### config.mk
export PLATFORM = sky130hd
export DESIGN_NAME = rv_test_monitor
export DESIGN_NICKNAME = d
export VERILOG_FILES = /design/src/rtl/rv_mon_pkg.sv /design/src/rtl/rv_sat_counter.sv /design/src/rtl/rv_test_monitor.sv
export SDC_FILE = /design/constraint.sdc
export NUM_CORES = 1
export LEC_CHECK = 0
export CAP_MARGIN = 15
export CORE_ASPECT_RATIO = 1.2
export CORE_MARGIN = 2
export CORE_UTILIZATION = 40
export CTS_CLUSTER_SIZE = 40
export DETAILED_ROUTE_END_ITERATION = 8
export PLACE_DENSITY_LB_ADDON = 0.3
export SYNTH_ARGS = -nofsm -noshare
export SYNTH_HDL_FRONTEND = slang
export SYNTH_SLANG_ARGS = --single-unit
### constraint.sdc
create_clock -name clk -period 6.7 [get_ports clk]
set_clock_uncertainty 0.2 [all_clocks]
set_input_delay 1.34 -clock clk [delete_from_list [all_inputs] [get_ports clk]]
set_output_delay 1.34 -clock clk [all_outputs]
set_load 0.05 [all_outputs]
### src/rtl/rv_mon_pkg.sv
// rv_mon_pkg: shared types and decode helpers for the rv_test_monitor slice.
//   mon_state_e   - monitor FSM states (RUN, DRAIN, DONE)
//   OPC_SYSTEM    - SYSTEM major opcode
//   IMM_ECALL/IMM_EBREAK - imm[11:0] values selecting ECALL / EBREAK
//   is_halt_inst  - true when a retiring instruction is ECALL or EBREAK
package rv_mon_pkg;

    typedef enum logic [1:0] {
        ST_RUN   = 2'd0,
        ST_DRAIN = 2'd1,
        ST_DONE  = 2'd2
    } mon_state_e;

    localparam logic [6:0]  OPC_SYSTEM = 7'b1110011;
    localparam logic [11:0] IMM_ECALL  = 12'h000;
    localparam logic [11:0] IMM_EBREAK = 12'h001;

    function automatic logic is_halt_inst(input logic valid, input logic [31:0] inst);
        return valid
            && (inst[6:0] == OPC_SYSTEM)
            && (inst[14:12] == 3'b000)
            && ((inst[31:20] == IMM_ECALL) || (inst[31:20] == IMM_EBREAK));
    endfunction

endpackage

### src/rtl/rv_sat_counter.sv
// rv_sat_counter: W-bit up-counter that sticks at all-ones.
//   clk     - rising-edge clock
//   clr_i   - synchronous clear (dominates enable)
//   en_i    - count enable
//   count_o - current count
module rv_sat_counter #(
    parameter int unsigned W = 32
) (
    input  logic         clk,
    input  logic         clr_i,
    input  logic         en_i,
    output logic [W-1:0] count_o
);

    logic [W-1:0] cnt_q, cnt_d;

    always_comb begin
        cnt_d = cnt_q;
        if (en_i && (cnt_q != '1)) begin
            cnt_d = cnt_q + W'(1);
        end
    end

    always_ff @(posedge clk) begin
        if (clr_i) begin
            cnt_q <= '0;
        end else begin
            cnt_q <= cnt_d;
        end
    end

    assign count_o = cnt_q;

endmodule

### src/rtl/rv_test_monitor.sv
// rv_test_monitor: watches a RISC-V core under test and reports the
// riscv-tests style result (x3 == 1 means pass, else failing test = x3>>1).
//   clk, rst                       - clock, synchronous active-high reset
//   retire_valid/retire_inst       - retire port; ECALL/EBREAK halts the test
//   gp_value                       - architectural x3 at retire
//   mem_wr_valid/addr/data         - data-memory store port (tohost)
//   done, pass, fail, timeout      - result status
//   test_num                       - failing test number
//   cycle_count, instret_count     - saturating performance counters
// Build option: define RV_MON_TOHOST_EN to treat odd stores to TOHOST_ADDR
// as halt events (store data takes priority over gp_value on the same cycle).
module rv_test_monitor #(
    parameter int unsigned    XLEN           = 32,
    parameter int unsigned    CNT_W          = 32,
    parameter int unsigned    TIMEOUT_CYCLES = 10000,
    parameter int unsigned    DRAIN_CYCLES   = 2,
    parameter logic [XLEN-1:0] TOHOST_ADDR   = XLEN'(32'h0000_1000)
) (
    input  logic             clk,
    input  logic             rst,
    input  logic             retire_valid,
    input  logic [31:0]      retire_inst,
    input  logic [XLEN-1:0]  gp_value,
    input  logic             mem_wr_valid,
    input  logic [XLEN-1:0]  mem_wr_addr,
    input  logic [XLEN-1:0]  mem_wr_data,
    output logic             done,
    output logic             pass,
    output logic             fail,
    output logic             timeout,
    output logic [XLEN-1:0]  test_num,
    output logic [CNT_W-1:0] cycle_count,
    output logic [CNT_W-1:0] instret_count
);

    import rv_mon_pkg::*;

    localparam int unsigned DW = (DRAIN_CYCLES > 1) ? $clog2(DRAIN_CYCLES) : 1;
    // Compare width for the timeout check: never narrower than the parameter,
    // so a small counter cannot alias a large budget.
    localparam int unsigned TW = (CNT_W > 32) ? CNT_W : 32;

    mon_state_e      state_q, state_d;
    logic [DW-1:0]   drain_q, drain_d;
    logic            pass_q, pass_d;
    logic            fail_q, fail_d;
    logic            tmo_q, tmo_d;
    logic [XLEN-1:0] tnum_q, tnum_d;

    logic            halt_ev;
    logic [XLEN-1:0] result_val;
    logic            tmo_hit;
    logic            cyc_en;
    logic            ins_en;

`ifdef RV_MON_TOHOST_EN
    logic tohost_ev;
    assign tohost_ev  = mem_wr_valid && (mem_wr_addr == TOHOST_ADDR) && mem_wr_data[0];
    assign halt_ev    = tohost_ev || is_halt_inst(retire_valid, retire_inst);
    assign result_val = tohost_ev ? mem_wr_data : gp_value;
`else
    logic unused_mem_wr;
    assign unused_mem_wr = ^{mem_wr_valid, mem_wr_addr, mem_wr_data};
    assign halt_ev       = is_halt_inst(retire_valid, retire_inst);
    assign result_val    = gp_value;
`endif

    assign tmo_hit = (TW'(cycle_count) == TW'(TIMEOUT_CYCLES - 1));

    always_comb begin
        state_d = state_q;
        drain_d = drain_q;
        pass_d  = pass_q;
        fail_d  = fail_q;
        tmo_d   = tmo_q;
        tnum_d  = tnum_q;
        case (state_q)
            ST_RUN: begin
                if (halt_ev) begin
                    pass_d = (result_val == XLEN'(1));
                    fail_d = !pass_d;
                    tmo_d  = 1'b0;
                    tnum_d = pass_d ? '0 : (result_val >> 1);
                    if (DRAIN_CYCLES == 0) begin
                        state_d = ST_DONE;
                    end else begin
                        state_d = ST_DRAIN;
                        drain_d = DW'(DRAIN_CYCLES - 1);
                    end
                end else if (tmo_hit) begin
                    state_d = ST_DONE;
                    tmo_d   = 1'b1;
                    fail_d  = 1'b1;
                    pass_d  = 1'b0;
                    tnum_d  = '0;
                end
            end
            ST_DRAIN: begin
                if (drain_q == '0) begin
                    state_d = ST_DONE;
                end else begin
                    drain_d = drain_q - DW'(1);
                end
            end
            default: ;
        endcase
    end

    always_ff @(posedge clk) begin
        if (rst) begin
            state_q <= ST_RUN;
            drain_q <= '0;
            pass_q  <= 1'b0;
            fail_q  <= 1'b0;
            tmo_q   <= 1'b0;
            tnum_q  <= '0;
        end else begin
            state_q <= state_d;
            drain_q <= drain_d;
            pass_q  <= pass_d;
            fail_q  <= fail_d;
            tmo_q   <= tmo_d;
            tnum_q  <= tnum_d;
        end
    end

    // The forced-timeout edge jumps straight to DONE, so it does not count.
    assign cyc_en = ((state_q == ST_RUN) && !(tmo_hit && !halt_ev)) || (state_q == ST_DRAIN);
    assign ins_en = (state_q == ST_RUN) && retire_valid;

    rv_sat_counter #(.W(CNT_W)) u_cycle_cnt (
        .clk     (clk),
        .clr_i   (rst),
        .en_i    (cyc_en),
        .count_o (cycle_count)
    );

    rv_sat_counter #(.W(CNT_W)) u_instret_cnt (
        .clk     (clk),
        .clr_i   (rst),
        .en_i    (ins_en),
        .count_o (instret_count)
    );

    assign done     = (state_q == ST_DONE);
    assign pass     = pass_q;
    assign fail     = fail_q;
    assign timeout  = tmo_q;
    assign test_num = tnum_q;

endmodule

# After elaboration in Yosys (flattened, before gate mapping)
# Index checks and enable logic that the tools add are counted.
# Widths: inputs -> output; s select.
dict set report totals {
  elab_cells 58
  reg_bits 102
  in_bits 132
  output_inout_bits 100
}
dict set report op_classes {
  n_eq_ne 11
  n_addsub 3
  n_mux 15
  n_reduce_logical 21
}
# op count
set ops {}
lappend ops {{$add 32x1->32 const B} 2}
lappend ops {{$mux 32} 2}
lappend ops {{$ne 32x32->1 const B} 2}
lappend ops {{$eq 32x1->1 const B} 1}
lappend ops {{$eq 32x14->1 const B} 1}
lappend ops {{$mux 31} 1}
lappend ops {{$eq 12x1->1 const B} 1}
lappend ops {{$logic_not 12->1} 1}
lappend ops {{$logic_and 1x1->1} 8}
lappend ops {{$eq 7x7->1 const B} 1}
lappend ops {{$mux 1} 7}
lappend ops {{$mux 2} 3}
lappend ops {{$ne 2x2->1 const B} 2}
lappend ops {{$pmux 2 s2} 1}
lappend ops {{$reduce_and 2->1} 2}
lappend ops {{$reduce_bool 2->1} 2}
lappend ops {{$logic_not 1->1} 3}
lappend ops {{$logic_not 3->1} 1}
lappend ops {{$ne 3x3->1 const B} 1}
lappend ops {{$reduce_and 3->1} 1}
lappend ops {{$eq 2x1->1 const B} 1}
lappend ops {{$eq 2x2->1 const B} 1}
lappend ops {{$logic_not 2->1} 1}
lappend ops {{$logic_or 1x1->1} 2}
lappend ops {{2 further kinds} 2}

# Longest topological paths before layout
# Gate-level depths: netlist (run 1).
dict set report depth {
  depth_word 10
  depth_mapped 9
  ltp_nobuf 7
}

# By module
# A second synthesis (run 1) with hierarchy kept.
dict set report unflattened {
  hier_cells 606
  area_unflattened_um2 5018.6
}
# module cells_each instances area_per_inst_um2 seq_area_each_um2
set modules_own_cells {}
lappend modules_own_cells {rv_sat_counter 199 2 1674.1 640.6}
lappend modules_own_cells {rv_test_monitor 208 1 1670.4 740.7}

# Worst setup path after synthesis (run 1)
# No wires, ideal clock.
dict set report synth_timing {
  path_type {input -> register}
  startpoint {input port retire_inst[21]}
  endpoint {register tnum_q[20], in the netlist test_num[20]}
  arrival_time_ns 2.971
  n_path_buf 2
  path_slack_ns 3.412
  setup_ns 0.117
  cell_stages 8
  t_required_ns 6.383
  cell_sequence {nor4b_1 nand4_1 or4_1 o21ai_2 a21oi_1 buf_4 buf_6 a22o_1}
}
dict set report synth_between {
  elab_chain_len 5
  elab_cells_between_ends 7
  cone_classes {eq/ne: 1; mux: 1; reduce/logical: 5}
}
# element line_no
set synth_lines {}
lappend synth_lines {{from (decl)} rv_test_monitor.sv:22} ;# input logic [31:0] retire_inst,
lappend synth_lines {{$eq 12x1->1 or $logic_not 12->1 (tied branches)} rv_mon_pkg.sv:22} ;# && ((inst[31:20] == IMM_ECALL) || (inst[31:20] == IMM_EBREAK));
lappend synth_lines {{$logic_or 1x1->1 (*)} rv_mon_pkg.sv:22}
lappend synth_lines {{$logic_and 1x1->1 (*)} rv_mon_pkg.sv:22}
lappend synth_lines {{$reduce_bool 2->1 (no source line)} -}
lappend synth_lines {{$reduce_and 2->1 (no source line)} -}
lappend synth_lines {{to (signal assigned)} rv_test_monitor.sv:123} ;# tnum_q <= tnum_d;
lappend synth_lines {{to (decl)} rv_test_monitor.sv:48} ;# logic [XLEN-1:0] tnum_q, tnum_d;
# Every way passes the cells marked *; elsewhere a longest branch is shown, timed or not.
# A chain may end at the register's enable or synchronous reset.

# Final worst setup path (run 1)
dict set report layout_timing {
  startpoint {register state_q[1]}
  endpoint {output port done}
}
dict set report layout_between {
  elab_chain_len 1
}
# element line_no
set layout_lines {}
lappend layout_lines {{from (decl)} rv_test_monitor.sv:43} ;# mon_state_e state_q, state_d;
lappend layout_lines {{from (signal assigned)} rv_test_monitor.sv:118} ;# state_q <= state_d;
lappend layout_lines {{$eq 2x2->1} rv_test_monitor.sv:145} ;# assign done = (state_q == ST_DONE);
lappend layout_lines {{to (decl)} rv_test_monitor.sv:27} ;# output logic done,
# No other way between the ends.

==> results of run 1 <==
stage by stage:
step           std cells  hold slack [ps]
2_1_floorplan        543              283
3_3_place_gp         831              257
3_5_place_dp         831              263
4_1_cts              846              283
5_1_grt              848              291
6_report             848              278
area by class of cell:
type                            count  area [um^2]
Tap cell                          157          196
Sequential cell                   101         2020
Clock inverter                      1         30.0
Inverter                           14         52.6
Fill cell                        1055         4880
Clock buffer                       14          264
Multi-Input combinational cell    403         2500
Timing Repair Buffer              158         1570
power by group through the flow:
stage / registers (mW) / clock network (mW) / logic (mW)
2_1_floorplan: 0.630 / 0 / 0.0251
4_1_cts: 0.607 / 0.537 / 0.0805
5_1_grt: 0.607 / 0.562 / 0.0868
3_3_place_gp: 0.621 / 0 / 0.0789
6_report: 0.607 / 0.525 / 0.0808
3_5_place_dp: 0.621 / 0 / 0.0802
cell usage in the layout, fill, tap and decap left out, drive strengths merged, types with 2 or more instances in the layout:
cell type	synthesis	layout
and4	5	5
xor2	11	11
nor4b	10	10
nor2	69	69
clkbuf	13	15
nand2	32	32
and3	11	11
buf	12	4
clkdlybuf4s50	0	153
a31oi	3	3
or2	4	4
a21oi	21	21
nand3	27	27
mux2	3	3
o21ai	22	22
a211oi	2	2
nor2b	3	3
inv	14	14
or4	7	7
xnor2	25	25
a31o	3	3
mux2i	2	2
ha	2	2
or3	12	12
dfxtp	101	101
o2111ai	2	2
o211ai	2	2
a22o	29	29
nand2b	11	11
and2	3	3
nor4	23	23
nand4	26	26
o21a	2	2
nor3	22	22
kinds of logic after synthesis:
kind of cell             synth area share (%)
multiplexers                             1.14
AO/OA/AOI/OAI                            13.5
buffers and inverters                    3.97
flip-flops                               43.0
XOR/XNOR                                 6.71
AND/OR/NAND/NOR                          31.0
other                                  0.0798
adder cells (fa/ha/maj)                 0.532
registers in the layout, indices dropped and copies added (netlist names):
| register | count |
|---|---|
| pass | 1 |
| u_cycle_cnt.count_o | 32 |
| timeout | 1 |
| u_instret_cnt.count_o | 32 |
| test_num | 31 |
| drain_q | 1 |
| state_q | 2 |
| fail | 1 |
metal layers:
metal  track usage [%]  part of all wire (%)  wire [um]  vias up
met5                 0                     0          0        -
met2              35.0                    48       6270      188
met4              7.07                   1.6        216        0
met3              7.97                    10       1340       19
met1              23.7                    41       5350     2184
li1                  -                     -          -     2266
critical path, delay by kind of cell (launching register included):
family / cells / cell delay (ps)
buf+inv: 2 / 1320
flops: 1 / 750
simple gates: 1 / 190
cell usage after synthesis (3+ instances only):
cell / count / area [um^2]
nor2b_1: 3 / 18.8
nor4b_1: 8 / 70.1
inv_1: 14 / 52.6
and2_1: 3 / 18.8
clkbuf_1: 13 / 48.8
buf_4: 3 / 22.5
nand2_1: 32 / 120
a22o_1: 29 / 254
nor4_1: 22 / 138
nand2b_1: 11 / 68.8
o21ai_0: 20 / 100
xor2_1: 11 / 96.3
buf_6: 3 / 33.8
and3_1: 11 / 68.8
dfxtp_1: 101 / 2020
or2_2: 4 / 25.0
nand4_1: 26 / 163
xnor2_1: 25 / 219
a31oi_1: 3 / 18.8
nand3_1: 27 / 135
or4_1: 6 / 45.0
buf_2: 5 / 25.0
nor3_1: 22 / 110
and4_1: 5 / 43.8
a21oi_1: 21 / 105
nor2_1: 68 / 255
or3_1: 12 / 75.1
mux2_2: 3 / 33.8
worst max path at each step:
stage               slack (ps)            start  cells past startpoint                     end
CTS                       2520       state_q[1]                      3                    done
global route              2420       state_q[1]                      3                    done
detailed placement        2720  retire_inst[23]                      7  u_cycle_cnt.count_o[4]
finish                    2550       state_q[1]                      3                    done
global placement          2780   retire_inst[4]                      7            test_num[15]
floorplan                 3410  retire_inst[21]                      8            test_num[20]
==> flow_summary.ini, run 1 <==
[outcome]
outcome = complete, no violations

[clock_tree]
post_cts_buffers = 0
cts.sinks = 101
insertion_delay_ps = 340
postCtsResizedCells = 0
cts_buffer_depth = 2
cts_buffers = 9
clkTransAtPathRegs_ps = 70
cts_hold_buf = 0
cts_tree = yes
clock-root-buffer = clkbuf_16
htree_levels = 3

[critical_path]
end_kind = primary output
crit_chain = inv_1, nor2_1, clkdlybuf4s50_1
startpoint_type = flop
required_ps = 5160
slowest_delay_ps = 840
critPathKind = reg2out
r2r_slack_ps = 3720
cp_max_fo = 18
cp.arrival_ps = 2610
slowest_stage = clkdlybuf4s50_1
r2r_cells = 7
crit-reg2reg-launch = u_cycle_cnt.count_o[0]
rr_endpoint = u_cycle_cnt.count_o[4]

[global_route]
grt_antenna_before_repair = 0
grt_pass1_vias = 4421
grt_pass1_wl_mm = 20.8
grt.total_usage_pct = 20.7
grt_overflow = 0
grt_max_degree = 90

[routing]
drt-total-wl_mm = 13.2
first_pass_iters = 5
drt_iter0_markers = 276
routedWlPerCell_um = 15.5
drc_errors = 0
ant_nets = 0
vias = 4657
viasPerCell = 5.49

[timing]
fmax_mhz = 241
relSlewSlack_pct = 42.6
post-route-min-period_ps = 4150
fin_crit_sh_pct = 61.9
setup_viol = 0
worstMarginPinSlew_ps = 862
worst_slack_ps = 2550
drv_slew = 0
fin_tns_setup_ps = 0
hold_viol = 0
grt_setup_unrepaired = no

[placement]
dp_slack_ps = 2720
dp_hpwl_mm = 9.56
place.gp.congestion = 0.897
placed_area_um2 = 6320
portBuffers = 154

[power]
p_leak_nw = 2.18
p_sw_mw = 0.259
clkPwrFrac_pct = 43.3
vdd_drop_max_mv = 0.0885
p_int_mw = 0.954
comb_power_share_pct = 6.7
switching_share_pct = 21.4
total_power_mw = 1.21
p_seq_share_pct = 50.1
powerDensity_nw_per_um2 = 183

[logic_synthesis]
synthCells = 543
avgSynthCellArea_um2 = 8.66
synth_edf_count = 0
synthArstFlopShare_pct = 0
yosysUniqueCellTypes = 53
ys_seq_elements = 101
synthFlopType = dfxtp_1
yosys_warnings = 0
synth_seq_area_share_pct = 43.0
syn-cell-area_um2 = 4700
synth_nets = 677

[layout]
area_delta_synth_final_pct = 41.2
layout.nets = 821
drive_above_1_share_pct = 5.21
fin_area_um2 = 6640
post-route-util_pct = 57.6
num_antenna_cells = 0

[floorplanning]
die_x_um = 103
rows = 43
die_y_um = 123
coreArea_um2 = 11500
die_area_um2 = 12600
initial_utilization_pct = 40.8
ios = 232

[min_path]
min_from = test_num[15]
hp-class = reg2reg
whs_path_depth = 1
holdPathEnd = test_num[15]

[run]
cap_violations = 0
No activity file was read; power rests on OpenSTA's default activity.
==> inputs of run 2 (changes only) <==
Settings changed: CORE_UTILIZATION 40 to 37.
Clock period 6.7 ns to 3.3 ns, I/O delays scaled along.
==> flow_summary.ini, run 2 (synthesis gave the netlist of run 1 again) <==
[critical_path]
r2r_slack_ps = 500
startpoint_type = input pin
cp_max_fo = 6
crit_buf_inv = 1
required_ps = 3340
crit-reg2reg-launch = u_cycle_cnt.count_o[1]
critPathKind = in2reg
end_kind = flop
slowest_delay_ps = 500
cp.arrival_ps = 2860
r2r_cells = 8
crit_chain = clkdlybuf4s50_1, or3b_2, nor4_1, o21ai_1, nor3_1, xnor2_1, nor2_1
slowest_stage = or3b_2
path_delay_family = simple AND/OR/NAND/NOR gates
rr_endpoint = u_cycle_cnt.count_o[13]

[timing]
setup_viol = 0
fin_crit_sh_pct = 85.5
relSlewSlack_pct = 51.4
hold_slack_ps = 278
worstMarginPinSlew_ps = 723
drv_slew = 0
grt_setup_unrepaired = no
fmax_mhz = 354
worst_slack_ps = 479
fin_tns_setup_ps = 0
hold_viol = 0
post-route-min-period_ps = 2820

[layout]
final_cell_mix = clkdlybuf4s50_1, dfxtp_1, nor2_1
area_delta_synth_final_pct = 43.3
fin_area_um2 = 6730
drive_above_1_share_pct = 6.87
layout.cells.non_filler = 863
num_antenna_cells = 0
final_common_cell = clkdlybuf4s50_1
post-route-util_pct = 53.6
layout.nets = 828
nFillCells = 1138

[clock_tree]
cts_buffer_depth = 2
cts_tree = yes
htree_levels = 3
clkTransAtPathRegs_ps = 70
clock-root-buffer = clkbuf_16
cts_hold_buf = 0
cts.sinks = 101
post_cts_buffers = 0
insertion_delay_ps = 340
postCtsResizedCells = 0
cts_buffers = 9

[min_path]
min_from = test_num[7]
hp-class = reg2reg
holdPathEnd = test_num[7]
whs_path_depth = 1

[power]
vdd_drop_max_mv = 0.221
p_leak_nw = 2.23
powerDensity_nw_per_um2 = 369
total_power_mw = 2.49

[placement]
dp_hpwl_mm = 9.67
place.gp.congestion = 0.921
portBuffers = 154
placed_cells = 847
placed_area_um2 = 6420
dp_slack_ps = 92.4

[global_route]
grt.total_usage_pct = 19.1
grt_max_degree = 42
grt_pass1_wl_mm = 21.2
grt_overflow = 0
grt_pass1_vias = 4413
grt_antenna_before_repair = 0

[floorplanning]
initial_utilization_pct = 37.4
rows = 45
die_area_um2 = 13600
ios = 232
coreArea_um2 = 12600
die_x_um = 107
die_y_um = 127

[routing]
ant_nets = 0
drt_iter0_markers = 325
drt-total-wl_mm = 13.0
first_pass_iters = 4
routedWlPerCell_um = 15.1
viasPerCell = 5.34
vias = 4611
drc_errors = 0

[outcome]
outcome = complete, no violations

[run]
cap_violations = 0
## run 2: cell count changes in the layout (fill, tap and decap cells not counted)
cell             change
buf_4                +8
clkbuf_1             -3
buf_12               +2
clkinvlp_4           +2
buf_6                -1
clkbuf_4             -1
clkdlybuf4s50_1      -1
clkinv_2             +1
clkinv_4             +1
## run 2: layer usage
metal | track usage (%) | routed length, um | vias to the layer above
li1 | - | - | 2278
met1 | 23.2 | 5620 | 2170
met2 | 32.5 | 6270 | 147
met3 | 5.71 | 928 | 16
met4 | 5.88 | 175 | 0
met5 | 0 | 0 | -
## run 2: how the worst max path moves through the flow
| stage | to | startpoint | cells after the start |
|---|---|---|---|
| 2_1_floorplan | test_num[20] | u_cycle_cnt.count_o[0] | 9 |
| 3_3_place_gp | u_cycle_cnt.count_o[1] | retire_inst[4] | 9 |
| 3_5_place_dp | u_instret_cnt.count_o[22] | retire_valid | 7 |
| 4_1_cts | u_instret_cnt.count_o[22] | retire_valid | 7 |
| 5_1_grt | u_cycle_cnt.count_o[1] | retire_inst[4] | 9 |
| 6_report | u_instret_cnt.count_o[22] | retire_valid | 7 |
## run 2: where the power goes
part | internal [mW] | total [mW] | switching [mW] | leakage [nW]
Clock | 0.629 | 1.09 | 0.457 | 0.148
Sequential | 1.22 | 1.23 | 0.00822 | 0.814
Combinational | 0.0876 | 0.168 | 0.0800 | 1.27
Total | 1.94 | 2.49 | 0.545 | 2.23
## run 2: worst reg2reg max path, stage by stage (launching register included)
cell and delay (ps):
dfxtp_1 380, ha_1 360, nor4b_4 290, nand4_1 130
or4_4 570, o21a_1 290, buf_4 200, a31o_1 210
a21oi_1 100
## run 2: final cells by class
| cell class | count | area (um^2) | area share, % |
|---|---|---|---|
| well taps | 164 | 205 | 3.05 |
| repair buffers | 165 | 1640 | 24.4 |
| clock inverters | 5 | 58.8 | 0.873 |
| inverters | 14 | 52.6 | 0.780 |
| flip-flops and latches | 101 | 2020 | 30.0 |
| clock buffers | 11 | 253 | 3.75 |
| multi-input cells | 403 | 2500 | 37.1 |
